[src/rtl/bp_me_wormhole_stream_encode_pkg.sv]
// bp_me_wormhole_stream_encode_pkg: shared FSM states and flit-count helper for the wormhole stream codec
package bp_me_wormhole_stream_encode_pkg;
  typedef enum logic [1:0] {e_idle, e_hdr, e_data} wh_state_e;
  function automatic int cdiv(input int a, input int b);
    return (a + b - 1) / b;
  endfunction
endpackage

[src/rtl/bp_me_wormhole_len_calc.sv]
// bp_me_wormhole_len_calc: per-message data flit count and wormhole len field
module bp_me_wormhole_len_calc
  import bp_me_wormhole_stream_encode_pkg::*;
#(
  parameter int flit_width_p = 64,
  parameter int hdr_flits_p  = 2,
  parameter int len_width_p  = 5,
  parameter int size_width_p = 3,
  parameter int cnt_width_p  = 6
) (
  input  logic                    has_data_i,
  input  logic [size_width_p-1:0] size_i,
  output logic [cnt_width_p-1:0]  data_flits_o,
  output logic [len_width_p-1:0]  len_o,
  output logic                    len_ok_o
);
  int full_len;
  assign data_flits_o = has_data_i ? cnt_width_p'(cdiv(8 << size_i, flit_width_p)) : '0;
  assign full_len = hdr_flits_p + int'(data_flits_o) - 1;
  assign len_o = len_width_p'(full_len);
  assign len_ok_o = full_len < (1 << len_width_p);
endmodule

[src/rtl/bp_me_wormhole_stream_encode.sv]
// bp_me_wormhole_stream_encode: serialises a BedRock header plus data stream into wormhole flits
module bp_me_wormhole_stream_encode
  import bp_me_wormhole_stream_encode_pkg::*;
#(
  parameter int flit_width_p    = 64,
  parameter int cord_width_p    = 8,
  parameter int len_width_p     = 5,
  parameter int cid_width_p     = 2,
  parameter int msg_hdr_width_p = 86,
  parameter int data_width_p    = 128,
  parameter int size_width_p    = 3
) (
  input  logic                       clk_i,
  input  logic                       reset_i,
  input  logic [msg_hdr_width_p-1:0] in_header_i,
  input  logic [cord_width_p-1:0]    in_cord_i,
  input  logic [cid_width_p-1:0]     in_cid_i,
  input  logic                       in_has_data_i,
  input  logic [size_width_p-1:0]    in_size_i,
  input  logic [data_width_p-1:0]    in_data_i,
  input  logic                       in_v_i,
  input  logic                       in_last_i,
  output logic                       in_ready_and_o,
  output logic [flit_width_p-1:0]    link_data_o,
  output logic                       link_v_o,
  input  logic                       link_ready_and_i
);
  localparam int hdr_bits   = cord_width_p + len_width_p + cid_width_p + msg_hdr_width_p;
  localparam int hdr_flits  = cdiv(hdr_bits, flit_width_p);
  localparam int hdr_w      = hdr_flits * flit_width_p;
  localparam int beat_flits = data_width_p / flit_width_p;
  localparam int cw         = len_width_p + 1;

  wh_state_e state, state_n;
  logic [cw-1:0] hdr_cnt, beat_cnt, rem_cnt, data_flits;
  logic [len_width_p-1:0] len, len_r;
  logic len_ok, hs, last_hdr, beat_done;
  logic [hdr_w-1:0] hdr_vec;
  logic [flit_width_p-1:0] hdr_flit, data_flit;

  bp_me_wormhole_len_calc #(
    .flit_width_p(flit_width_p),
    .hdr_flits_p (hdr_flits),
    .len_width_p (len_width_p),
    .size_width_p(size_width_p),
    .cnt_width_p (cw)
  ) len_calc (
    .has_data_i  (in_has_data_i),
    .size_i      (in_size_i),
    .data_flits_o(data_flits),
    .len_o       (len),
    .len_ok_o    (len_ok)
  );

  // {pad, msg_hdr, cid, len, cord}, zero padded at the MSB
  assign hdr_vec = hdr_w'({in_header_i, in_cid_i, len_r, in_cord_i});

  always_comb begin
    hdr_flit = '0;
    data_flit = '0;
    for (int i = 0; i < hdr_flits; i++)
      if (hdr_cnt == cw'(i)) hdr_flit = hdr_vec[i*flit_width_p +: flit_width_p];
    for (int i = 0; i < beat_flits; i++)
      if (beat_cnt == cw'(i)) data_flit = in_data_i[i*flit_width_p +: flit_width_p];
  end

  assign link_v_o    = (state == e_hdr) | ((state == e_data) & in_v_i);
  assign link_data_o = (state == e_data) ? data_flit : hdr_flit;
  assign hs          = link_v_o & link_ready_and_i;
  assign last_hdr    = hdr_cnt == cw'(hdr_flits - 1);
  // a beat retires on its last flit or on the final flit of a partial tail beat
  assign beat_done   = hs & (state == e_data) & ((beat_cnt == cw'(beat_flits - 1)) | (rem_cnt == cw'(1)));

  always_comb begin
    state_n = state;
    in_ready_and_o = 1'b0;
    if (state == e_idle) state_n = in_v_i ? e_hdr : e_idle;
    else if (state == e_hdr) begin
      in_ready_and_o = hs & last_hdr & ~in_has_data_i;
      if (hs & last_hdr) state_n = in_has_data_i ? e_data : e_idle;
    end else begin
      in_ready_and_o = beat_done;
      if (hs & (rem_cnt == cw'(1))) state_n = e_idle;
    end
  end

  always_ff @(posedge clk_i)
    if (reset_i) begin
      state <= e_idle;
      hdr_cnt <= '0;
      beat_cnt <= '0;
      rem_cnt <= '0;
      len_r <= '0;
    end else begin
      state <= state_n;
      if (state == e_idle) begin
        hdr_cnt <= '0;
        beat_cnt <= '0;
        rem_cnt <= data_flits;
        len_r <= len;
      end else if (hs && state == e_hdr) hdr_cnt <= hdr_cnt + 1'b1;
      else if (hs) begin
        beat_cnt <= beat_done ? '0 : beat_cnt + 1'b1;
        rem_cnt <= rem_cnt - 1'b1;
      end
    end

  always_ff @(posedge clk_i)
    if (!reset_i) begin
      if (state == e_idle && in_v_i) assert (len_ok);
      if (beat_done) assert (in_last_i == (rem_cnt == cw'(1)));
    end
endmodule

[config.mk]
export PLATFORM = sky130hd
export DESIGN_NAME = bp_me_wormhole_stream_encode
export DESIGN_NICKNAME = d
export VERILOG_FILES = /design/src/rtl/bp_me_wormhole_stream_encode_pkg.sv /design/src/rtl/bp_me_wormhole_len_calc.sv /design/src/rtl/bp_me_wormhole_stream_encode.sv
export SDC_FILE = /design/constraint.sdc
export NUM_CORES = 1
export LEC_CHECK = 0
export ABC_AREA = 1
export CORE_AREA = 5 5 118 120
export CTS_CLUSTER_SIZE = 25
export DETAILED_ROUTE_END_ITERATION = 10
export DIE_AREA = 0 0 123 125
export GPL_TIMING_DRIVEN = 1
export PLACE_DENSITY_LB_ADDON = 0.2
export SLEW_MARGIN = 15
export SYNTH_ARGS = -nofsm -noshare
export SYNTH_HDL_FRONTEND = slang
export SYNTH_SLANG_ARGS = --single-unit
[constraint.sdc]
create_clock -name clk_i -period 1.89 [get_ports clk_i]
set_input_delay 0.567 -clock clk_i [delete_from_list [all_inputs] [get_ports clk_i]]
set_output_delay 0.567 -clock clk_i [all_outputs]
set_load 0.05 [all_outputs]
==> summary by stage <==
Finish
After the last flow step, the layout net total stands at 1293. The area of all sequential standard cells is 510.5 um2. Summing all multi-input logic gate instances after layout gives about 3400 um2. Cells with a size suffix above 1 make up 29.90% of the layout. From synthesis to final layout, the design area changed by 141.0%.

The end-of-flow core utilization is between 70 and 80%. In the layout the commonest cells are sky130_fd_sc_hd__clkdlybuf4s50_1 (229), sky130_fd_sc_hd__inv_1 (152), sky130_fd_sc_hd__nor2_1 (86), sky130_fd_sc_hd__buf_12 (81), sky130_fd_sc_hd__nand2_1 (60). Leaving out fill and tap cells, the most frequent cell in the layout is sky130_fd_sc_hd__clkdlybuf4s50_1. The layout has 1013 filler cells.

Setup path
The reg-to-reg critical path startpoint is state[0]. The required time reported for the critical path endpoint is 1.32 ns. The type of element launching the critical path is a flop. The worst setup path startpoint is hdr_cnt[0].

The type of destination of the critical path is an output pin. The kind of cell with the highest combined delay on the critical path is buffers and inverters. The maximum fanout along the worst path is 8. The slowest library cell on the worst path is sky130_fd_sc_hd__dfxtp_4.

For this run, the slowest stage of the critical path takes between 0.3 and 0.4 ns. Traced cell by cell, the critical path runs through inv_4 > ha_4 > nand2_4 > nor2_8 > buf_6 > clkbuf_16 > nand3_2 > a21oi_4 > buf_12. STA puts the critical path data arrival time at 1.76 ns.

The critical path is of the flop to output pin type. The number of buffers and inverters on the critical path is 4.

STA
The maximum clock frequency is approximately 0.43 GHz. The total count of hold-check failures in the final report is 0. After layout, the worst path uses 123.2% of the clock period. Setup violations remaining at the end of the flow were counted as 65.

Setup repair after global routing could not meet its margin everywhere. The number of pins with negative max-slew slack in the final report is 0. Once routing completed, OpenROAD measured the worst setup slack at -0.4392 ns. For the final database, setup skew stands at ~0.0017 ns. The smallest clock period supported by the final layout is computed as 2.329 ns. Headroom to the max-slew limit came out at 79.95%. At the pin with the least slew margin, the transition time is 0.2985 ns.

Power
The design draws 0.004242 W. The total leakage power is 4.202 nW. Across the VDD grid, the largest voltage drop is 442.9 uV. Dividing total power by cell area gives a power density of about 450 nW/um2.

Logic synthesis
The synthesized netlist devotes 0.2258% of its cell area to XOR and XNOR gates. For this run, the number of Yosys warnings is 0. The combinational family with the most area after synthesis is simple AND/OR/NAND/NOR gates. The synthesized instance count is 711.

The complex-gate fraction of the synthesized area is between 20 and 30%. Sequential cells were found to cover between 10% and 20% of the synthesized design area. The adder-cell share of the synthesized area is 2.903%. The basic-gate share of the synthesized area counting and, or, nand and nor cells is a little over a third. The portion of synthesized area spent on multiplexers is 0%. Synthesis produced a netlist with a net count of 953. The synthesized area per cell is 5.455 um2.

The netlist area before placement is 3879 um2. The flip-flop and latch count after synthesis is 25. The number of library cell types mapped by synthesis is 32.

CTS
Clock tree synthesis inserted a total of 3 buffers. In this run the deepest clock path goes through 2 buffers. In this run the clock root is driven by a sky130_fd_sc_hd__clkbuf_16. TritonCTS built the clock tree. The source-to-sink clock delay at the later pin of the worst-skew pair is 0.26 ns. In this run the number of H-tree levels came out at 1.

Counting every sink on the clock net gives 25. The count of hold-fix buffers inserted at cts is 0. After clock tree synthesis, the clock-pin slew on the worst setup and hold paths is 0.07 ns.

Floorplanning
299 I/O pins were placed. The height of the die is approximately 130 um. The placement row count is 42.

The floorplan step defined a die boundary enclosing 15380 um2. The placeable core region is between 10000 and 15000 um2. For this configuration, the core starts out at a cell density of 30.13%.

Measured along the x axis, the die boundary spans 123 um.

Routing
The first detailed-routing pass took 4 iterations. The remaining antenna violation count is 0. The mean number of vias per cell is ~4.8.

The violation count after the first detailed-routing iteration is 265. After detailed routing, the average wire length per cell comes to 16.13 um. For this block, the routed nets add up to 19790 um of wire. For this run, design rule violations remaining after detail routing come to 0. Summing over every cut layer, the via total after detailed routing is 5867.

Job
The reported max-cap violation count is 0.

Global route
The via count of the first global-routing pass was 5607. Entering global routing, the biggest net connects just under 50 pins. The initial antenna violation count is 1.

Global routing used 23.72% of the available tracks. The first global-routing pass estimated just under 30000 um of wire. The total overflow left after global routing is 0.

Placement
Detailed placement ended at an HPWL of 15620 um. Routability-driven placement finished with a final weighted congestion of 0.9611. The number of buffer cells added on primary ports is roughly 300.

The worst-case setup slack after placement is -0.4362 ns.

Hold path
The worst min-delay path startpoint is rem_cnt[3]. The path category of the worst min-delay check is flop to flop.

Run status
The flow ran to the end, but the final reports show violations. The final reports fail on setup timing.
[power by group]
group / switching [W] / leakage, nW / internal [W]
clock network: 0.000208 / 0.0371 / 0.000288
registers: 0.0000263 / 0.206 / 0.000554
logic: 0.00155 / 3.96 / 0.00162
total: 0.00178 / 4.20 / 0.00246
[stage by stage]
step           area, um2  TNS [ns]  std cells  hold slack [ns]
2_1_floorplan       4559    -2.315        711           0.4291
3_3_place_gp        8753    -15.57       1211           0.4536
3_5_place_dp        8753    -16.73       1211           0.4645
4_1_cts             9200    -24.88       1225           0.4923
5_1_grt             9349    -29.62       1227           0.5152
6_report            9349    -24.40       1227           0.5023
[state kept, by name, summed over array words and instances (netlist names)]
signal and flops:
beat_cnt 6, hdr_cnt 6, rem_cnt 6, len_r 5
state 2
[Yosys cell counts]
cell / n / area share [%]
sky130_fd_sc_hd__inv_2: 8 / 0.77
sky130_fd_sc_hd__nand4_1: 32 / 5.2
sky130_fd_sc_hd__ha_1: 9 / 2.9
sky130_fd_sc_hd__buf_2: 19 / 2.5
sky130_fd_sc_hd__nand4_4: 1 / 0.55
sky130_fd_sc_hd__clkbuf_1: 6 / 0.58
sky130_fd_sc_hd__buf_8: 1 / 0.39
sky130_fd_sc_hd__nand3_4: 2 / 0.90
sky130_fd_sc_hd__nor3_1: 2 / 0.26
sky130_fd_sc_hd__buf_4: 9 / 1.7
sky130_fd_sc_hd__nand2_2: 1 / 0.16
sky130_fd_sc_hd__nor2_1: 99 / 9.6
sky130_fd_sc_hd__o21ai_1: 1 / 0.13
sky130_fd_sc_hd__o21ai_2: 11 / 2.5
sky130_fd_sc_hd__nand3_1: 54 / 7.0
sky130_fd_sc_hd__a21oi_1: 76 / 9.8
sky130_fd_sc_hd__buf_6: 8 / 2.3
sky130_fd_sc_hd__o22ai_1: 28 / 4.5
sky130_fd_sc_hd__nor2_2: 3 / 0.48
sky130_fd_sc_hd__o21a_1: 1 / 0.19
sky130_fd_sc_hd__nand2_1: 94 / 9.1
sky130_fd_sc_hd__dfxtp_1: 25 / 13
sky130_fd_sc_hd__nor3_2: 1 / 0.26
sky130_fd_sc_hd__xnor2_1: 1 / 0.23
sky130_fd_sc_hd__nor2_8: 1 / 0.52
sky130_fd_sc_hd__nor2_4: 2 / 0.58
sky130_fd_sc_hd__a21oi_2: 11 / 2.5
sky130_fd_sc_hd__nand3b_1: 1 / 0.19
sky130_fd_sc_hd__a22oi_1: 1 / 0.19
sky130_fd_sc_hd__nor3b_1: 1 / 0.19
sky130_fd_sc_hd__inv_1: 157 / 15
sky130_fd_sc_hd__o21ai_0: 45 / 5.8
[worst paths after layout]
kind	to	depth (start not counted)	slack, ns
worst max-delay path	link_data_o[12]	9	-0.44
worst min-delay path	rem_cnt[3]	2	0.50
worst max register to register	rem_cnt[1]	8	0.44
worst min register to register	rem_cnt[3]	2	0.50
[what timing repair did]
action / CTS / global route
setup buffers: 7 / 3
endpoints found under the setup margin: 66 / 67
resized for setup: 55 / 50
gates cloned: 3 / 1
pin swaps: 12 / 17
[worst min-delay path, delay by kind of cell, from the launching register on]
kind             cells  cell delay, ns
flip-flops           1            0.33
AND/OR/NAND/NOR      2            0.13
[layer usage]
layer	up-vias	track usage [%]	share of wire [%]
li1	2957	-	-
met1	2651	26.81	37
met2	221	43.74	51
met3	38	5.420	8.4
met4	0	6.971	3.5
met5	-	0	0
[kinds of logic after synthesis]
kind of cell	Yosys count
buffers and inverters	208
adder cells (fa/ha/maj)	9
XOR/XNOR	1
AO/OA/AOI/OAI	174
AND/OR/NAND/NOR	294
flip-flops	25
[layout make-up]
| cell class | count | area share [%] |
|---|---|---|
| Antenna cell | 1 | 0.02677 |
| Clock buffer | 3 | 0.8030 |
| Clock inverter | 1 | 0.08030 |
| Inverter | 165 | 6.839 |
| Multi-Input combinational cell | 478 | 35.96 |
| Sequential cell | 25 | 5.460 |
| Tap cell | 176 | 2.355 |
| Timing Repair Buffer | 378 | 48.47 |
Power figures use the tool's default switching activity.
